**src/rtl/mod_n_updown_counter.sv**
```systemverilog
// rtl/mod_n_updown_counter.sv - runtime-programmable modulo-N up/down counter with load and terminal count
// Optional MODN_WRAP_CNT_EN adds a saturating 8-bit wrap counter output (wrap_cnt).
module mod_n_updown_counter #(
  parameter int WIDTH       = 4,
  parameter int DEFAULT_MOD = 10
) (
  input  logic             clk,
  input  logic             rst_n,
  input  logic             enable,
  input  logic             up_dn,
  input  logic             load,
  input  logic [WIDTH-1:0] load_val,
  input  logic [WIDTH-1:0] mod_val,
  output logic [WIDTH-1:0] count,
`ifdef MODN_WRAP_CNT_EN
  output logic [7:0]       wrap_cnt,
`endif
  output logic             tc
);

  localparam logic [WIDTH-1:0] ONE     = WIDTH'(1);
  localparam logic [WIDTH-1:0] TWO     = WIDTH'(2);
  // DEFAULT_MOD may equal 2**WIDTH, so only its terminal value M-1 is kept.
  localparam logic [WIDTH-1:0] DEF_MAX = WIDTH'(DEFAULT_MOD - 1);

  logic [WIDTH-1:0] count_q, count_d;
  logic [WIDTH-1:0] max_val;
  logic             at_top;
  logic             at_zero;

  assign max_val = (mod_val >= TWO) ? (mod_val - ONE) : DEF_MAX;
  assign at_top  = (count_q >= max_val);
  assign at_zero = (count_q == '0);

  always_comb begin
    count_d = count_q;
    if (load) begin
      count_d = (load_val > max_val) ? max_val : load_val;
    end else if (enable) begin
      if (up_dn) begin
        count_d = at_top ? '0 : (count_q + ONE);
      end else if (at_zero || (count_q > max_val)) begin
        count_d = max_val;
      end else begin
        count_d = count_q - ONE;
      end
    end
  end

  always_ff @(posedge clk or negedge rst_n) begin
    if (!rst_n) begin
      count_q <= '0;
    end else begin
      count_q <= count_d;
    end
  end

  // Gated by rst_n so a down-counting stage at zero does not flag a wrap while held in reset.
  assign tc    = rst_n & enable & ~load & ((up_dn & at_top) | (~up_dn & at_zero));
  assign count = count_q;

`ifdef MODN_WRAP_CNT_EN
  logic [7:0] wrap_q, wrap_d;

  always_comb begin
    wrap_d = wrap_q;
    if (load) begin
      wrap_d = '0;
    end else if (tc && (wrap_q != 8'hFF)) begin
      wrap_d = wrap_q + 8'd1;
    end
  end

  always_ff @(posedge clk or negedge rst_n) begin
    if (!rst_n) begin
      wrap_q <= '0;
    end else begin
      wrap_q <= wrap_d;
    end
  end

  assign wrap_cnt = wrap_q;
`endif

endmodule

```
**config.mk**
```make
export PLATFORM = sky130hd
export DESIGN_NAME = mod_n_updown_counter
export DESIGN_NICKNAME = d
export VERILOG_FILES = /design/src/rtl/mod_n_updown_counter.sv
export SDC_FILE = /design/constraint.sdc
export NUM_CORES = 1
export LEC_CHECK = 0
export CORE_MARGIN = 5
export CORE_UTILIZATION = 53
export DETAILED_ROUTE_END_ITERATION = 8
export PLACE_DENSITY = 0.86
export SLEW_MARGIN = 25
export SYNTH_ARGS = -nofsm -noshare
export SYNTH_HDL_FRONTEND = slang
export SYNTH_SLANG_ARGS = --single-unit
```
**constraint.sdc**
```tcl
create_clock -name clk -period 7.7 [get_ports clk]
set_input_delay 1.54 -clock clk [delete_from_list [all_inputs] [get_ports clk]]
set_output_delay 1.54 -clock clk [all_outputs]
set_load 0.02 [all_outputs]
```
[Word-level counts from Yosys, hierarchy flattened]
Index checks and enable logic that the tools add are counted.
Cells by class
  reduce and logical (&&, ||, !) cells: 3
  bitwise gates (word level): 8
  $add $sub $neg: 3
  magnitude comparators: 4
  muxes and demuxes: 7
Operators by type and width (number)
  4-bit 2-to-1 mux: 7
  4-bit > comparator: 2
  4-bit by 1-bit subtractor with 4-bit output, second input constant: 2
  1-bit AND: 5
  4-bit by 1-bit adder with 4-bit output, second input constant: 1
  4-bit by 2-bit greater-or-equal comparator with 1-bit output, second input constant: 1
  4-bit greater-or-equal comparator: 1
  4-bit zero test: 1
  1-bit NOT: 2
  2-bit nonzero test: 1
  1-bit logical OR: 1
  1-bit OR: 1
Word-level totals
  input bits: 13
  word-level logic and storage cells: 26
  output and inout port bits: 5
  register bits after elaboration: 4

[Depth between registers and ports, before layout]
Gate-level depths: netlist of the first run.
  depth after elaboration: 8
  depth in mapped cells: 10
  gate-level depth less buffers: 10

[Worst setup path after synthesis of the first run]
No wires, ideal clock.
  kind: input-to-output
  from: input port mod_val[0]
  to: output port tc
  setup slack: 2.741 ns
  path buffers: 0
  data arrival time: 3.419 ns
  required time: 6.160 ns
  cell stages on the path: 8
  path through: inv_1 -> ha_1 -> a2111oi_2 -> a21oi_1 -> ha_1 -> nand4_1 -> and2_1 -> a31oi_1
On the way
  cells in the longest elaborated chain, start to end: 6
  elaborated cells between the ends (all ways): 7
  classes of those cells: add/sub (1); order compare (2); mux (1); bitwise (3)
RTL lines
  start: declaration: RTL line 13  | input logic [WIDTH-1:0] mod_val,
  4-bit by 1-bit subtractor with 4-bit output or 4-bit by 2-bit greater-or-equal comparator with 1-bit output (tied branches): RTL line 31  | assign max_val = (mod_val >= TWO) ? (mod_val - ONE) : DEF_MAX;
  4-bit 2-to-1 mux *: RTL line 31
  4-bit greater-or-equal comparator *: RTL line 32  | assign at_top = (count_q >= max_val);
  1-bit AND *: RTL line 59  | assign tc = rst_n & enable & ~load & ((up_dn & at_top) | (~up_dn & at_zero));
  1-bit OR *: RTL line 59
  1-bit AND *: RTL line 59
  end: declaration: RTL line 18  | output logic tc
Mark *: on every way between the ends. The rest lies on a longest branch, timed or not.

[Worst setup path in the final report of the first run]
Same ends and word-level chain as after synthesis.

==> results of run 1 <==
## placed cells by master, fill, tap and decap left out, types with 2 or more instances in the layout
| cell type | instances |
|---|---|
| nor2b_1 | 3 |
| nand2b_1 | 2 |
| a41oi_1 | 2 |
| nand2_1 | 3 |
| o211ai_1 | 3 |
| nor3_1 | 5 |
| o311a_1 | 2 |
| clkdlybuf4s50_1 | 17 |
| dfrtp_1 | 4 |
| xnor2_1 | 3 |
| a21oi_2 | 3 |
| a21oi_1 | 2 |
| inv_1 | 8 |
| ha_1 | 13 |
| clkbuf_4 | 3 |
| nand4_1 | 3 |
| nor2_1 | 7 |
| or3_1 | 2 |
| mux2i_1 | 3 |
| a211oi_1 | 2 |
## path summary, 6_finish.rpt
| path | start | to | depth (start not counted) |
|---|---|---|---|
| setup / recovery | mod_val[0] | tc | 10 |
| hold / removal | count[0]$_DFFE_PN0P_ | count[0]$_DFFE_PN0P_ | 3 |
| setup reg to reg | count[0]$_DFFE_PN0P_ | count[2]$_DFFE_PN0P_ | 7 |
| hold reg to reg | count[0]$_DFFE_PN0P_ | count[0]$_DFFE_PN0P_ | 3 |
| max in group asynchronous | rst_n | count[1]$_DFFE_PN0P_ | 1 |
| min in group asynchronous | rst_n | count[3]$_DFFE_PN0P_ | 1 |
## worst register-to-register path: cells and delay by family (launching register included)
kind	cells	cell delay [ps]
AO/OA/AOI/OAI	3	700
flip-flops	1	460
adder cells (fa/ha/maj)	1	340
AND/OR/NAND/NOR	2	330
buffers and inverters	1	130
## power breakdown
group	leakage (nW)	switching (mW)	internal, mW	total [mW]
Clock	0.0138	0.00782	0.0174	0.0252
Combinational	0.356	0.0596	0.0543	0.114
Sequential	0.0461	0.0122	0.0257	0.0379
Total	0.416	0.0796	0.0975	0.177
## area by class of cell
type | instances | area [sq um]
clock buffers | 3 | 22.5
multi-input cells | 79 | 649
repair buffers | 17 | 170
fillers | 125 | 462
well taps | 16 | 20.0
inverters | 8 | 30.0
flip-flops and latches | 4 | 100
## logic make-up after synthesis
family,after synthesis,share of synthesized area [%]
XOR/XNOR,4,4.42
AND/OR/NAND/NOR,36,27.3
AO/OA/AOI/OAI,23,25.9
adder cells (fa/ha/maj),13,20.5
flip-flops,4,12.6
multiplexers,3,3.79
buffers and inverters,11,5.52
## metal layers
layer | up-vias | GRT usage, %
met3 | 6 | 2.45
met2 | 28 | 28.7
met1 | 375 | 21.0
met5 | - | 0
met4 | 0 | 8.07
li1 | 397 | -
==> metrics.md, run 1 <==
| Metric | Value |
|---|---|
| Result of the run | finished, final reports clean |
| Fin util | between 60 and 70% |
| Share of layout cells above drive strength 1 | a little under an eighth |
| Pwr Total | between 150 and 200 uW |
| Final std cells w/o fill | roughly 130 |
| Initial core utilization | 54.6% |
| CP bufs+invs | 3 |
| Setup crit end kind | output port |
| Final period util | around four fifths |
| Hold buffer count at cts | 0 |
| Wl on met1 | 851 um |
| Synth area leaders | ha_1 (21%), dfrtp_1 (13%), mux2i_1 (3.8%), inv_1 (3.8%), nor2_1 (3.3%) |
| Synth async-reset ratio | 100% |
| # setup viols final | 0 |
| Yosys warnings | 0 |
| DRT antenna net count | 0 |
| Slew headroom | ~75% |
| GR Util All Layers | between 10% and 20% |
| Routed wl met2 | 953 um |
| Clock Skew | 6.39 ps |
| Die width | ~50 um |
| Setup CP Type | in2out |
| Max-slew violations | 0 |
| Total CTS buffers | 3 |
| Min-Delay Path Class | reg2reg |
| Syn-to-layout area delta | 25.1% |
| Clock buffer depth | 2 |
| Clock sinks | 4 |
| WL final | between 1.5 and 2 mm |
| Syn Inst Count | 94 |
| Placed Cells | 124 |
| Max-cap violation count | 0 |
| CTS clk-pin slew, worst paths | about 30 ps |
| Placeable Area | 1450 sq um |
| Req. time, crit path | around 6200 ps |
| Post-synth top area cell | ha_1 |
| Netlist area before placement | between 700 and 800 sq um |
| Syn Area/Cell | approximately 8.4 sq um |
| Unrepaired setup endpoints after global routing | false |
| Max Fanout on Critical Path | 5 |
| Iteration-0 DRC Markers | 26 |
| Tightest Pin Transition | roughly 370 ps |
| Most common cell in the synthesized netlist | ha_1 |
| First-pass GRT wire length | 3.37 mm |
| Sequential area share after synthesis | ~13% |
| Clock latency on the worst-skew pair | around 230 ps |
| Area share of the largest cell type after synthesis | 20.5% |
| Crit path time final | between 6000 and 7000 ps |
| CTS tree | built |
| Postcts setup bufs | 0 |
| FP Rows | 14 |
| FF-to-FF setup slack | about 5700 ps |
| Final hold violation count | 0 |
| First drt pass iteration count | 6 |
| Fin area | slightly below 1000 sq um |
| Synth cell types | 41 |
| Final WS setup | around 1600 ps |
| Largest net degree at the start of global routing | 11 |
| # resized after CTS | 0 |
| Top Metal Used | met4 |
| PwrDens | 178 nW/um^2 |
| Placed cell area | 970 sq um |
| CTS root buffer | clkbuf_4 |
| Routed wl met3 | around 82 um |
| Area of the die | about 2400 sq um |
| Leakage | ~0.42 nW |
| CP Launch Type | input pin |
| Synth Register Bits | 4 |
| Crit path largest cell delay | around 620 ps |
| PortBufs | 17 |
| Max Freq | 164 MHz |
| HPWL Detailed | ~1.6 mm |
| CP Cell Sequence | clkdlybuf4s50_1, inv_1, ha_1, a2111oi_2, a21oi_1, ha_1, nand4_1, and2_1, a31oi_1, clkdlybuf4s50_1 |
| Setup TNS | 0 ps |
| Peak supply drop | between 150 and 200 uV |
| Max FFs per register | 4 |
| WHS | roughly 780 ps |
| Inserted Diodes | 0 |
| Synth cell count leaders | ha_1 (13), inv_1 (8), nor2_1 (7), nor3_1 (5), dfrtp_1 (4) |
| Placer Congestion | a little under 1 |
| Layout Nets | 139 |
| Dominant synthesized flop cell | dfrtp_1 |
| Via/cell ratio | around 6.3 |
| EDFF count, synth | 0 |
| Initial antenna violation count | 0 |
| IO Pins | 18 |
| GR Overflow Total | 0 |
| Worst EP arrival | between 4000 and 5000 ps |
| Via Count | between 800 and 900 |
| Vias in the first global route | roughly 780 |
| Htree depth | 1 |
| CP delay by family, top | buffers and inverters |
| DRC viols | 0 |
| CP max-delay cell | clkdlybuf4s50_1 |
| WL per Instance | 15.2 um |
| Pre-CTS WS | 1630 ps |
| DIE HEIGHT | 48.7 um |
| Synthesized net count | between 100 and 150 |
Power figures use the tool's default switching activity.
==> run 2, diff against run 1 <==
- CORE_UTILIZATION: 53 -> 49
- PLACE_DENSITY: 0.86 -> 0.8
- clock period: 7.7 -> 5.8 ns (I/O delays scaled with it)
==> metrics.md, run 2 (synthesized netlist as in run 1, its figures left out) <==
| Metric | Value |
|---|---|
| Result of the run | finished, final reports clean |
| Most frequent cells in the layout | clkdlybuf4s50_1 (17), ha_1 (13), inv_1 (8) |
| CTS tree | built |
| Slew headroom | 75.1% (+0.094 points) |
| Tightest Pin Transition | 371 ps (-1.41 ps) |
| Largest net degree at the start of global routing | 11 (unchanged) |
| R2R Path Start | count[0]$_DFFE_PN0P_ |
| GR Util All Layers | 16.7% (-0.40 points) |
| Placer Congestion | 0.930 (-3.8%) |
| First drt pass iteration count | 4 (-2) |
| Clock latency on the worst-skew pair | 230 ps (about the same) |
| DRT antenna net count | 0 (unchanged) |
| CP delay by family, top | buffers and inverters |
| GR Overflow Total | 0 (unchanged) |
| CTS clk-pin slew, worst paths | 30 ps (about the same) |
| Via/cell ratio | 6.28 (-0.99%) |
| WL per Instance | 15.7 um (+3.4%) |
| Placeable Area | 1520 sq um (+4.8%) |
| # resized after CTS | 0 (unchanged) |
| Hold buffer count at cts | 0 (unchanged) |
| Area of the die | 2520 sq um (+6.5%) |
| WHS | 783 ps (-1.75 ps) |
| Hold_sp | count[0]$_DFFE_PN0P_ |
| # setup viols final | 0 (unchanged) |
| Req. time, crit path | 4640 ps (-1520 ps) |
| Initial antenna violation count | 0 (unchanged) |
| FF-to-FF setup slack | 3730 ps (-1920 ps) |
| Layout Nets | 139 (unchanged) |
| Clock sinks | 4 (unchanged) |
| Fill count | 150 (+20%) |
| CTS root buffer | clkbuf_4 |
| Max FFs per register | 4 (unchanged) |
| IO Pins | 18 (unchanged) |
| FF/Latch Area | 100 sq um (unchanged) |
| DRC viols | 0 (unchanged) |
| Clock buffer depth | 2 (unchanged) |
| Max Freq | between 150 and 200 MHz |
| CP Cell Sequence | clkdlybuf4s50_1, inv_1, ha_1, a2111oi_2, a21oi_1, ha_1, nand4_1, and2_1, a31oi_1, clkdlybuf4s50_1 |
| Commonest non-fill, non-tap cell in the layout | clkdlybuf4s50_1 |
| Vias in the first global route | 769 (-1.9%) |
| Clock Skew | 7.55 ps (+1.16 ps) |
| HPWL Detailed | 1.60 mm (+0.90%) |
| Critical register-to-register path endpoint | count[2]$_DFFE_PN0P_ |
| Final hold violation count | 0 (unchanged) |
| Total CTS buffers | 3 (unchanged) |
| FF-to-FF path depth | 7 (unchanged) |
| CP Launch Type | input pin |
| FP Rows | 14 (unchanged) |
| Setup CP Type | in2out |
| Max Fanout on Critical Path | 5 (unchanged) |
| Via Count | 798 (-0.99%) |
| Setup TNS | 0 ps (unchanged) |
| CP max-delay cell | clkdlybuf4s50_1 |
| WL final | 1.99 mm (+3.4%) |
| Die width | 50.2 um (+3.2%) |
| DIE HEIGHT | 50.2 um (+3.2%) |
| CP bufs+invs | 3 (unchanged) |
| Worst EP arrival | 4140 ps (-400 ps) |
| Max-slew violations | 0 (unchanged) |
| Leakage | 0.416 nW (unchanged) |
| Crit path largest cell delay | 620 ps (about the same) |
| Share of layout cells above drive strength 1 | 11.7% (unchanged) |
| Peak supply drop | 253 uV (+28%) |
| Setup crit end kind | output port |
| Min-Delay Path Class | reg2reg |
| PortBufs | 17 (unchanged) |
| First-pass GRT wire length | 3.44 mm (+2.3%) |
| PwrDens | 239 nW/um^2 (+34%) |
| Initial core utilization | 52.1% (-2.5 points) |
| Postcts setup bufs | 0 (unchanged) |
| Iteration-0 DRC Markers | 31 (+19%) |
| Unrepaired setup endpoints after global routing | false |
| Worst hold endpoint | count[0]$_DFFE_PN0P_ |
| WHS Path Cells | 3 (unchanged) |
| Syn-to-layout area delta | 25.1% (unchanged) |
| Max-cap violation count | 0 (unchanged) |
| Multi-input gate area | 649 sq um (unchanged) |
| Htree depth | 1 (unchanged) |
| Crit path time final | 5300 ps |
| Inserted Diodes | 0 (unchanged) |
| Final period util | 91.4% |
## run 2: cell counts in the layout (fill, tap and decap cells not counted)
Identical to the previous run, type by type.
## run 2: area by class of cell
type | instances | share of cell area, %
Timing Repair Buffer | 17 | 17.2
Clock buffer | 3 | 2.27
Tap cell | 16 | 2.02
Inverter | 8 | 3.03
Sequential cell | 4 | 10.1
Multi-Input combinational cell | 79 | 65.4
## run 2: worst max-delay path by stage
stage | start | end | cells after the start
2_1_floorplan | mod_val[0] | tc | 8
5_1_grt | mod_val[0] | tc | 10
6_report | mod_val[0] | tc | 10
4_1_cts | mod_val[0] | tc | 10
3_5_place_dp | mod_val[0] | tc | 10
3_3_place_gp | mod_val[0] | tc | 10
## run 2: worst reg2reg max path: cells and delay by family (launching register included)
kind,cells,cell delay [ps]
AO/OA/AOI/OAI,3,570
flip-flops,1,460
AND/OR/NAND/NOR,2,440
adder cells (fa/ha/maj),1,320
buffers and inverters,1,140
## run 2: per-stage QoR
step           utilization, %  setup WS (ps)  std cells  instance area, sq um  total power, mW
5_1_grt                  65.1            310        127                   992            0.256
3_5_place_dp             63.6            470        124                   970            0.201
2_1_floorplan               -           1600         94                   793            0.154
4_1_cts                  65.1            472        127                   992            0.237
6_report                 65.1            497        127                   992            0.237
3_3_place_gp             63.6            598        124                   970            0.196
## run 2: power by group
part           internal (mW)  total (mW)  switching (mW)  leakage, nW
logic                 0.0722       0.152          0.0798        0.356
clock network         0.0231      0.0340          0.0109       0.0138
registers             0.0342      0.0507          0.0165       0.0461
total                  0.129       0.237           0.107        0.416
## run 2: layer usage
layer	up-vias	routed length, um	track usage [%]
li1	397	-	-
met1	360	886	24.2
met2	37	928	24.9
met4	0	29	4.80
met5	-	0	0
met3	4	146	2.96
